`src/rtl/alu_pkg.sv`:
```
// alu_pkg: ALU control codes, FSM state encoding and default datapath width shared by the
// execute unit and the upstream ALU control decoder.
package alu_pkg;
    localparam int ALU_WIDTH = 32;
    localparam logic [2:0] ALU_ADD = 3'b000;
    localparam logic [2:0] ALU_SLL = 3'b001;
    localparam logic [2:0] ALU_SUB = 3'b010;
    localparam logic [2:0] ALU_XOR = 3'b100;
    localparam logic [2:0] ALU_SRL = 3'b101;
    localparam logic [2:0] ALU_OR  = 3'b110;
    localparam logic [2:0] ALU_AND = 3'b111;
    typedef enum logic [1:0] {IDLE, SHIFT, DONE} alu_state_e;
endpackage

```
`src/rtl/alu_shift_iter.sv`:
```
// alu_shift_iter: one-bit-per-cycle shifter; done is asserted during the final shift cycle
// and dout then carries the fully shifted value.
module alu_shift_iter #(
    parameter int WIDTH = 32
) (
    input  logic                     clk,
    input  logic                     rst_n,
    input  logic                     start,
    input  logic                     en,
    input  logic                     left,
    input  logic                     arith,
    input  logic [WIDTH-1:0]         din,
    input  logic [$clog2(WIDTH)-1:0] shamt,
    output logic [WIDTH-1:0]         dout,
    output logic                     done
);
    localparam int SHW = $clog2(WIDTH);
    logic [WIDTH-1:0] w;
    logic [SHW-1:0] cnt;
    logic l, ar;
    assign dout = l ? {w[WIDTH-2:0], 1'b0} : {ar & w[WIDTH-1], w[WIDTH-1:1]};
    assign done = en && cnt == SHW'(1);
    always_ff @(posedge clk or negedge rst_n) begin
        if (!rst_n) begin
            w   <= '0;
            cnt <= '0;
            l   <= 1'b0;
            ar  <= 1'b0;
        end else if (start) begin
            w   <= din;
            cnt <= shamt;
            l   <= left;
            ar  <= arith;
        end else if (en) begin
            w   <= dout;
            cnt <= cnt - SHW'(1);
        end
    end
endmodule

```
`src/rtl/alu_exec_unit.sv`:
```
// alu_exec_unit: execute-stage ALU with valid/ready handshakes. Shifts are iterative unless
// ALU_FAST_SHIFT_EN is defined, which selects a single-cycle barrel shifter.
module alu_exec_unit
    import alu_pkg::*;
#(
    parameter int WIDTH = ALU_WIDTH
) (
    input  logic             clk,
    input  logic             rst_n,
    input  logic             in_valid,
    output logic             in_ready,
    input  logic [2:0]       alu_ctrl,
    input  logic             sra_sel,
    input  logic [WIDTH-1:0] src_a,
    input  logic [WIDTH-1:0] src_b,
    output logic             out_valid,
    input  logic             out_ready,
    output logic [WIDTH-1:0] result,
    output logic             zero,
    output logic             neg,
    output logic             ovf
);
    localparam int SHW = $clog2(WIDTH);
    localparam int M = WIDTH - 1;
    alu_state_e state, state_n;
    logic [WIDTH-1:0] sum, diff, shift_imm, op_res, sh_dout, nxt_res;
    logic [SHW-1:0] shamt;
    logic is_shift, use_iter, sh_done, op_ovf, load;
    assign shamt = src_b[SHW-1:0];
    assign is_shift = alu_ctrl == ALU_SLL || alu_ctrl == ALU_SRL;
    assign sum = src_a + src_b;
    assign diff = src_a - src_b;
`ifdef ALU_FAST_SHIFT_EN
    assign shift_imm = alu_ctrl == ALU_SLL ? src_a << shamt :
                       sra_sel ? WIDTH'($signed(src_a) >>> shamt) : src_a >> shamt;
    assign use_iter = 1'b0;
    assign sh_done = 1'b0;
    assign sh_dout = '0;
`else
    // A zero shift amount needs no iterations, so it completes like a single-cycle op.
    assign shift_imm = src_a;
    assign use_iter = is_shift && shamt != '0;
    alu_shift_iter #(.WIDTH(WIDTH)) u_shift (
        .clk   (clk),
        .rst_n (rst_n),
        .start (in_ready && in_valid && use_iter),
        .en    (state == SHIFT),
        .left  (alu_ctrl == ALU_SLL),
        .arith (sra_sel),
        .din   (src_a),
        .shamt (shamt),
        .dout  (sh_dout),
        .done  (sh_done)
    );
`endif
    assign op_res = alu_ctrl == ALU_ADD ? sum :
                    alu_ctrl == ALU_SUB ? diff :
                    alu_ctrl == ALU_XOR ? src_a ^ src_b :
                    alu_ctrl == ALU_OR  ? src_a | src_b :
                    alu_ctrl == ALU_AND ? src_a & src_b :
                    is_shift ? shift_imm : '0;
    assign op_ovf = alu_ctrl == ALU_ADD ? (src_a[M] == src_b[M] && sum[M] != src_a[M]) :
                    alu_ctrl == ALU_SUB ? (src_a[M] != src_b[M] && diff[M] != src_a[M]) : 1'b0;
    assign nxt_res = state == SHIFT ? sh_dout : op_res;
    assign in_ready = state == IDLE;
    assign out_valid = state == DONE;
    always_comb begin
        state_n = state;
        load = 1'b0;
        if (state == IDLE && in_valid) begin
            state_n = use_iter ? SHIFT : DONE;
            load = !use_iter;
        end else if (state == SHIFT && sh_done) begin
            state_n = DONE;
            load = 1'b1;
        end else if (state == DONE && out_ready) begin
            state_n = IDLE;
        end
    end
    always_ff @(posedge clk or negedge rst_n) begin
        if (!rst_n) state <= IDLE;
        else state <= state_n;
    end
    always_ff @(posedge clk or negedge rst_n) begin
        if (!rst_n) begin
            result <= '0;
            zero   <= 1'b0;
            neg    <= 1'b0;
            ovf    <= 1'b0;
        end else if (load) begin
            result <= nxt_res;
            zero   <= nxt_res == '0;
            neg    <= nxt_res[M];
            ovf    <= state == IDLE && op_ovf;
        end
    end
endmodule

```
`config.mk`:
```
export PLATFORM = sky130hd
export DESIGN_NAME = alu_exec_unit
export DESIGN_NICKNAME = d
export VERILOG_FILES = /design/src/rtl/alu_pkg.sv /design/src/rtl/alu_shift_iter.sv /design/src/rtl/alu_exec_unit.sv
export SDC_FILE = /design/constraint.sdc
export NUM_CORES = 1
export LEC_CHECK = 0
export CAP_MARGIN = 20
export CELL_PAD_IN_SITES_DETAIL_PLACEMENT = 1
export CELL_PAD_IN_SITES_GLOBAL_PLACEMENT = 1
export CORE_UTILIZATION = 38
export CTS_CLUSTER_SIZE = 14
export DETAILED_ROUTE_END_ITERATION = 7
export PLACE_DENSITY_LB_ADDON = 0.1
export REMOVE_ABC_BUFFERS = 1
export SYNTH_ARGS = -nofsm -noshare
export SYNTH_HDL_FRONTEND = slang
export SYNTH_SLANG_ARGS = --single-unit
```
`constraint.sdc`:
```
create_clock -name clk -period 2.45 [get_ports clk]
set_input_delay 0.49 -clock clk [delete_from_list [all_inputs] [get_ports clk]]
set_output_delay 0.49 -clock clk [all_outputs]
set_load 0.02 [all_outputs]
```
==> summary.md, run 1 <==
| Metric | Value |
|---|---|
| Status | `stopped before the end` |
| Fail Step | `5_1_grt` |
| Run Error | `[ERROR GRT-0232] Routing congestion too high. Check the congestion heatmap in the GUI.` |
| EDFF count, synth | `0` |
| Post-Place Setup Slack | `-2.27 ns` |
| Largest net degree at the start of global routing | `76` |
| Top post-synthesis cells by area | `dfrtp_1 20%, ha_1 13%, o21ai_0 6.6%, nand2_1 6.4%, a21oi_1 5.8%` |
| Sequential area share after synthesis | `19.7%` |
| Register bit total from synthesis | `between 70 and 80` |
| Clock sink count | `75` |
| Total gr overflow | `1263` |
| Die X-Extent | `161 um` |
| Initial core utilization | `39.0%` |
| Synth Warn # | `0` |
| Area leader, netlist | `dfrtp_1` |
| Syn Area/Cell | `7.24 um^2` |
| Most used DFF post-synth | `dfrtp_1` |
| Yosys top cell area share | `about a fifth` |
| Kind of the worst endpoint | `sequential cell input` |
| Mapped Cells | `around 1.3k` |
| GRT Util Overall | `~92%` |
| Mapped Area | `9550 um^2` |
| Port Buffers | `108` |
| DIE HEIGHT | `161 um` |
| Row count | `between 50 and 60` |
| Max Root-Sink Buffers | `2` |
| IO Pins | `109` |
| Clock root buffer | `clkbuf_16` |
| Synth cell types | `84` |
| DP HPWL | `41.3 mm` |
| Hold Buf Count CTS | `0` |
| Post-GRT worst EP | `zero$_DFFE_PN0P_/D` |
| H-tree depth | `3` |
| GPL Wtd Cong | `around 1.0` |
| CTS buffer count | `9` |
| FFs w/ async S/R, synth | `100%` |
synth_stat cells, drive strengths merged, types with 5 or more instances:
cell type,number
nand2b,14
a221oi,20
ha,97
o21bai,7
nand2,163
a211oi,36
a21oi,111
nor2b,31
nor3,34
o21ai,131
a2111oi,5
a21o,14
nand4,13
mux2,15
and3,7
and2,11
o31a,5
buf,28
dfrtp,75
xnor2,18
a31oi,14
o21a,6
or3,9
o221ai,15
o31ai,27
nand3,23
clkbuf,54
inv,102
a21boi,6
nor2,105
o211ai,14
nor4,12
mux2i,26
layer usage:
metal  overflow  global-route usage [%]
met1         13                    87.7
met2        925                     116
met3         17                    71.1
met4        308                     105
met5          0                    24.2
cells by family after synthesis:
family / synth area share [%]
compound gates: 31.5
simple gates: 21.5
buf+inv: 7.89
fa+ha+maj: 13.1
flops: 19.7
mux: 4.49
xor+xnor: 1.83
metrics by stage:
step | utilization, % | cell area (um^2) | std cells
CTS | 70.8 | 17300 | 2239
detailed placement | 58.8 | 14400 | 2152
global placement | 58.8 | 14400 | 2152
floorplan | - | 9190 | 1236
what timing repair did:
action	4_1_cts
buffers inserted	92
pin swaps	203
setup endpoints to repair	45
resized for setup	703
gates cloned	0
==> run 2: changes to the inputs <==
--- a/config.mk
+++ b/config.mk
@@ -6,12 +6,9 @@
 export NUM_CORES = 1
 export LEC_CHECK = 0
 export CAP_MARGIN = 20
-export CELL_PAD_IN_SITES_DETAIL_PLACEMENT = 1
-export CELL_PAD_IN_SITES_GLOBAL_PLACEMENT = 1
-export CORE_UTILIZATION = 38
-export CTS_CLUSTER_SIZE = 14
+export CORE_UTILIZATION = 40
 export DETAILED_ROUTE_END_ITERATION = 7
-export PLACE_DENSITY_LB_ADDON = 0.1
+export PLACE_DENSITY_LB_ADDON = 0.15
 export REMOVE_ABC_BUFFERS = 1
 export SYNTH_ARGS = -nofsm -noshare
 export SYNTH_HDL_FRONTEND = slang
==> constraint.sdc (replaced) <==
create_clock -name clk -period 3.2 [get_ports clk]
set_input_delay 0.64 -clock clk [delete_from_list [all_inputs] [get_ports clk]]
set_output_delay 0.64 -clock clk [all_outputs]
set_load 0.02 [all_outputs]
==> summary.md, run 2 <==
| Metric | Value |
|---|---|
| Clock root buffer | `clkbuf_16` |
| Most used DFF post-synth | `dfrtp_1` |
| Post-synthesis simple-gate area fraction | `21.5% (unchanged)` |
| Layout cells sized above 1 | `a little under half` |
| Critical R2R Launch | `state[1]` |
| DRT Wirelength | `45.8 mm` |
| Initial core utilization | `40.7% (+1.6 points)` |
| Ant diodes | `0` |
| 1st-pass router iterations | `7` |
| Max Root-Sink Buffers | `2 (unchanged)` |
| TritonCTS clock tree | `yes` |
| Register bit total from synthesis | `75 (unchanged)` |
| Layout area overhead | `74.5%` |
| Highest clock rate | `280 MHz` |
| Final WS setup | `-0.371 ns` |
| Nets | `between 2k and 2.5k` |
| Worst setup SP type | `input pin` |
| Least-Margin Pin Slew | `0.562 ns` |
| Via-per-instance ratio | `5.68` |
| Row count | `56 (-1.8%)` |
| Min-delay worst type | `in2async` |
| Final Skew | `0.00529 ns` |
| RSZ-0062 raised after global routing | `true` |
| Post-DP Area | `14100 um^2 (-2.4%)` |
| Synth cell types | `84 (unchanged)` |
| Status | `finished, violations left` |
| Compound-cell area share of the yosys netlist | `31.5% (unchanged)` |
| Worst R2R Path Depth | `12` |
| Most common cell in the netlist | `nand2_1` |
| Top post-synthesis cells by area | `dfrtp_1 20%, ha_1 13%, o21ai_0 6.6%, nand2_1 6.4%, a21oi_1 5.8%` |
| Power Dens Cells | `550 nW/um^2` |
| WL/cell | `20.7 um` |
| Post-Place Setup Slack | `-1.63 ns (+0.637 ns)` |
| H-tree depth | `3 (unchanged)` |
| Clock transition at the registers of the reported paths | `roughly 0.080 ns` |
| Initial antenna violation count | `0` |
| Minimum clock period | `~3.6 ns` |
| Maxcap violations | `0` |
| Clock Latency Late Sink | `0.36 ns` |
| Post-Synth XOR/XNOR Area | `1.83% (unchanged)` |
| Largest net degree at the start of global routing | `39` |
| CP Max Fanout | `5` |
| Worst path required time | `about 3.5 ns` |
| Adder-Cell Fraction of Synth Area | `13.1% (unchanged)` |
| Area leader, netlist | `dfrtp_1` |
| Fin area | `16700 um^2` |
| CP Capture Type | `flop` |
| Vias in the first global route | `roughly 12k` |
| Antenna Nets Post-Route | `0` |
| Yosys top cell area share | `19.7% (unchanged)` |
| Die area | `24500 um^2` |
| Failing checks | `setup timing` |
| Mapped Area | `9550 um^2 (unchanged)` |
| Leakage | `7.41 nW` |
| Design Power | `approximately 9.2 mW` |
| Worst setup path startpoint | `src_a[1]` |
| DP HPWL | `34.8 mm (-16%)` |
| GPL Wtd Cong | `1.02 (+2.2%)` |
| First-pass GRT wire length | `68.9 mm` |
| Largest family of logic cells by synthesized area | `compound AO/OA/AOI/OAI gates` |
| Most common cell after layout, fill and taps aside | `buf_4` |
| DIE HEIGHT | `157 um (-2.5%)` |
| Setup TNS | `-0.521 ns` |
| CTS buffer count | `9 (unchanged)` |
| Setup CP Type | `in2reg` |
| Final worst-path cycle share | `112%` |
| Hold Buf Count CTS | `0 (unchanged)` |
| Core ar. | `23500 um^2` |
| Synth Warn # | `0 (unchanged)` |
| Max transition margin | `62.3%` |
| Largest registers | `result: 32 flops, u_shift.w: 32 flops, u_shift.cnt: 5 flops` |
| Final Hold Viols | `0` |
| Maximum VDD drop | `0.000552 V` |
| Post-synthesis mux area share | `4.49% (unchanged)` |
| EDFF count, synth | `0 (unchanged)` |
| Commonest non-fill, non-tap cells in the layout | `477 x buf_4, 157 x nand2_1, 105 x o21ai_0` |
| IO Pins | `109 (unchanged)` |
| Synth cell count leaders | `163 x nand2_1, 125 x o21ai_0, 110 x a21oi_1` |
| Via count | `12.5k` |
| Mapped Cells | `1318 (unchanged)` |
| Die X-Extent | `157 um (-2.5%)` |
| DRT iter0 DRCs | `about 1.0k` |
| FFs w/ async S/R, synth | `100% (unchanged)` |
| Setup Viol. Count Final | `3` |
| Total gr overflow | `0` |
| WP data arrival | `3.87 ns` |
| GRT Util Overall | `37.2%` |
| Syn Area/Cell | `7.24 um^2 (unchanged)` |
| Clock sink count | `75 (unchanged)` |
| Final Max Tran Viols | `0` |
| Port Buffers | `108 (unchanged)` |
| Sequential area share after synthesis | `19.7% (unchanged)` |
| DRC violations left | `0` |
run 2: area by class of cell:
cell class	instances	area (um^2)
multi-input cells	1057	8440
clock buffers	10	239
inverters	104	405
clock inverters	6	71.3
flip-flops and latches	75	1880
well taps	319	399
repair buffers	639	5230
fillers	1929	6810
run 2: timing repair:
item                       CTS  global route
gates resized for setup    416           135
setup endpoints to repair   24            14
buffers inserted            76            25
pin swaps                  105            83
cloned                       2             0
run 2: worst paths after layout:
| path | to | slack [ns] |
|---|---|---|
| max reg2reg | zero | 0.04 |
| min | u_shift.w[14] | 0.25 |
| max | zero | -0.37 |
| max in group asynchronous | u_shift.l | 2.29 |
| min in group clk | result[22] | 0.48 |
| min reg2reg | result[22] | 0.48 |
run 2: per-layer routing:
metal / track usage [%] / routed length (um) / vias to the layer above
li1: - / - / 5907
met2: 61.2 / 21000 / 555
met3: 5.01 / 3000 / 119
met1: 49.5 / 20100 / 5967
met5: 0 / 0 / -
met4: 13.7 / 1690 / 0
run 2: report_power, final:
group          total (mW)  internal [mW]  switching (mW)  leakage [nW]
Combinational        6.20           2.97            3.24          6.38
Clock                1.17          0.636           0.538         0.146
Sequential           1.79           1.42           0.373         0.880
run 2: cells by family (layout without fill, tap and decap cells):
logic type               count (synthesis)  in the layout
AO/OA/AOI/OAI                          458            458
XOR/XNOR                                20             20
adder cells (fa/ha/maj)                 99             99
buffers and inverters                  186            759
flip-flops                              75             75
multiplexers                            41             41
AND/OR/NAND/NOR                        439            439
run 2: critical path, stage by stage:
cell	delay, ns
buf_4	0.12
buf_6	0.13
ha_1	0.23
a211oi_2	0.31
nor2_2	0.14
a211oi_4	0.32
nor2_1	0.10
xnor2_1	0.13
a221o_1	0.36
a211oi_2	0.28
nand4_1	0.18
or4_4	0.60
nor4_4	0.14
a32o_1	0.19
run 2: per-stage QoR:
stage               hold WS, ns  cells  util [%]
floorplan                 0.344   1236         -
global placement          0.462   2099      59.9
detailed placement        0.470   2099      59.9
CTS                       0.265   2189      68.7
global route              0.293   2210      71.0
finish                    0.249   2210      71.0
No activity file was read; power rests on OpenSTA's default activity.
==> run 3: changes to the inputs <==
--- a/config.mk
+++ b/config.mk
@@ -6,7 +6,9 @@
 export NUM_CORES = 1
 export LEC_CHECK = 0
 export CAP_MARGIN = 20
-export CORE_UTILIZATION = 40
+export CELL_PAD_IN_SITES_DETAIL_PLACEMENT = 0
+export CELL_PAD_IN_SITES_GLOBAL_PLACEMENT = 2
+export CORE_UTILIZATION = 33
 export DETAILED_ROUTE_END_ITERATION = 7
 export PLACE_DENSITY_LB_ADDON = 0.15
 export REMOVE_ABC_BUFFERS = 1
==> summary.md, run 3 (synthesis gave the netlist of run 2 again) <==
| Metric | Value |
|---|---|
| Ant diodes | `0 (unchanged)` |
| Non-Filler Instances | `2271 (+2.8%)` |
| Layout cells sized above 1 | `43.7% (-2.3 points)` |
| Levels on crit path | `16 (+2)` |
| Worst path required time | `3.50 ns (about the same)` |
| Hold WS | `0.243 ns (-0.00620 ns)` |
| Worst path bufs/invs | `3 (+1)` |
| DP HPWL | `37.7 mm (+8.5%)` |
| CTS buffer count | `9 (unchanged)` |
| CP cell instances | `buf_8, buf_6, ha_4, fa_2, o21bai_4, a211oi_2, o21ai_1, buf_4, xnor2_2, a221oi_2, o2111ai_2, a211oi_2, nand4_1, or4_4, nor4_4, a32o_1` |
| Post-DP Area | `14400 um^2 (+2.7%)` |
| Largest registers | `result: 32 flops, u_shift.w: 32 flops, u_shift.cnt: 5 flops` |
| Vias in the first global route | `12.5k (+1.1%)` |
| TritonCTS clock tree | `yes` |
| Flop pwr share | `19.2% (-0.3 points)` |
| Total gr overflow | `0 (unchanged)` |
| GRT Util Overall | `32.6% (-4.6 points)` |
| Via-per-instance ratio | `5.41 (-4.7%)` |
| Initial antenna violation count | `1 (+1)` |
| Die area | `29600 um^2 (+21%)` |
| WL/cell | `20.9 um (+0.62%)` |
| Cell Int Power | `5.04 mW (+0.36%)` |
| DRC violations left | `0 (unchanged)` |
| Status | `finished, violations left` |
| DP Cell Count | `2196 (+4.6%)` |
| Row count | `61 (+8.9%)` |
| Clock sink count | `75 (unchanged)` |
| Final Hold Viols | `0 (unchanged)` |
| WP data arrival | `3.87 ns (about the same)` |
| Most common cell after layout, fill and taps aside | `buf_4` |
| Minimum clock period | `3.57 ns (-0.00376 ns)` |
| Layout area overhead | `73.8%` |
| CP max stage delay | `0.55 ns (-0.05 ns)` |
| Setup CP Type | `in2reg` |
| RSZ-0062 raised after global routing | `true` |
| Leakage | `7.42 nW (+0.11%)` |
| DRT Wirelength | `47.4 mm (+3.4%)` |
| Worst setup SP type | `input pin` |
| Clock Latency Late Sink | `0.37 ns (about the same)` |
| Nets | `2059 (+0.097%)` |
| Most Frequent Cell on Critical Path | `a211oi_2` |
| Via count | `12.3k (-2.0%)` |
| DIE HEIGHT | `172 um (+10%)` |
| Core ar. | `28100 um^2 (+20%)` |
| Failing checks | `setup timing` |
| GPL Wtd Cong | `0.986 (-3.2%)` |
| Setup Viol. Count Final | `7 (+4)` |
| Fin area | `16600 um^2 (-0.42%)` |
| Final worst-path cycle share | `111% (-0.12 points)` |
| IO Pins | `109 (unchanged)` |
| Final Skew | `0.00722 ns (+0.00193 ns)` |
| Antenna Nets Post-Route | `0 (unchanged)` |
| Largest net degree at the start of global routing | `45 (+15%)` |
| CP Capture Type | `flop` |
| Clock root buffer | `clkbuf_16` |
| Highest clock rate | `280 MHz (+0.11%)` |
| 1st-pass router iterations | `7 (unchanged)` |
| Fin util | `59.1% (-12 points)` |
| Maximum VDD drop | `0.000616 V (+11%)` |
| DRT iter0 DRCs | `858 (-18%)` |
| Combinational Power Share | `68.4% (+0.7 points)` |
| Die X-Extent | `172 um (+10%)` |
| Min-delay worst type | `in2async` |
| Initial core utilization | `34.0% (-6.7 points)` |
| Hold Buf Count CTS | `0 (unchanged)` |
| Maxcap violations | `0 (unchanged)` |
| Commonest non-fill, non-tap cells in the layout | `486 x buf_4, 157 x nand2_1, 107 x o21ai_0` |
| First-pass GRT wire length | `71.8 mm (+4.2%)` |
| Highest-delay cell along the critical path | `or4_4` |
| Clock transition at the registers of the reported paths | `0.07 ns (about the same)` |
| CP delay by family, top | `compound AO/OA/AOI/OAI gates` |
| Clock Power Share | `12.4% (-0.4 points)` |
| Sw Ratio | `45.2% (-0.073 points)` |
| Port Buffers | `108 (unchanged)` |
| Final WS setup | `-0.367 ns (+0.00376 ns)` |
| Max Root-Sink Buffers | `2 (unchanged)` |
| H-tree depth | `3 (unchanged)` |
| Max transition margin | `58.3% (-4.0 points)` |
| CP Max Fanout | `2 (-3)` |
| Setup TNS | `-0.902 ns (-0.381 ns)` |
| Power Dens Cells | `554 nW/um^2 (+0.65%)` |
| P_sw | `4.15 mW (about the same)` |
| Worst R2R Path Depth | `12 (unchanged)` |
| Final Max Tran Viols | `0 (unchanged)` |
| Least-Margin Pin Slew | `0.622 ns (+0.0598 ns)` |
==> run 3: cell types whose count changed in the layout (fill, tap and decap cells not counted), sizes merged <==
cell | before | now
dlygate4sd2 | 14 | 23
buf | 551 | 543
clkbuf | 26 | 20
clkdlybuf4s15 | 2 | 6
clkdlybuf4s50 | 54 | 56
clkinv | 3 | 4
dlymetal6s2s | 2 | 3
inv | 104 | 103
==> run 3: power by group through the flow <==
stage	combinational [mW]	sequential, mW	clock (mW)
6_report	6.28	1.77	1.14
5_1_grt	6.75	1.82	1.18
4_1_cts	6.02	1.76	1.15
3_5_place_dp	5.54	1.78	0
3_3_place_gp	5.53	1.77	0
2_1_floorplan	2.35	1.99	0
==> run 3: metal layers <==
metal	vias up	GRT usage, %	part of all wire, %
met1	5985	43.4	46
met3	66	4.62	5.2
met4	0	10.5	2.5
li1	5903	-	-
met2	338	54.1	47
met5	-	0	0
==> run 3: repair_timing <==
item	4_1_cts	5_1_grt
gates resized for setup	329	112
gates cloned	0	1
pin swaps	105	46
endpoints found under the setup margin	24	16
setup buffers	47	13
==> run 3: layout make-up <==
| type | count | area (um^2) |
|---|---|---|
| Fill cell | 2746 | 11500 |
| Multi-Input combinational cell | 1057 | 8250 |
| Timing Repair Buffer | 641 | 5300 |
| Sequential cell | 75 | 1880 |
| Tap cell | 378 | 473 |
| Inverter | 104 | 393 |
| Clock buffer | 10 | 239 |
| Clock inverter | 6 | 63.8 |
==> run 3: final timing paths <==
kind	startpoint	to	slack [ns]
max	src_b[0]	zero	-0.37
min reg2reg	result[11]	result[11]	0.48
max in group asynchronous	rst_n	u_shift.l	2.31
min in group clk	result[11]	result[11]	0.48
max reg2reg	state[0]	zero	0.10
min	rst_n	result[15]	0.24
==> run 3: worst reg2reg max path: stages, from the launching register on <==
cell and delay, ns:
dfrtp_1 0.43, nand2b_1 0.09, buf_4 0.18, buf_4 0.22, o21ai_0 0.13, o21bai_1 0.27
a221oi_1 0.14, o21a_1 0.24, a211oi_2 0.32, nand4_1 0.15, or4_4 0.55, nor4_4 0.14
a32o_1 0.18
==> run 3: per-stage QoR <==
stage,power [mW],worst slack [ns]
2_1_floorplan,4.34,-1.40
3_3_place_gp,7.30,-1.57
3_5_place_dp,7.32,-1.52
4_1_cts,8.93,-0.340
5_1_grt,9.76,-0.497
6_report,9.19,-0.367
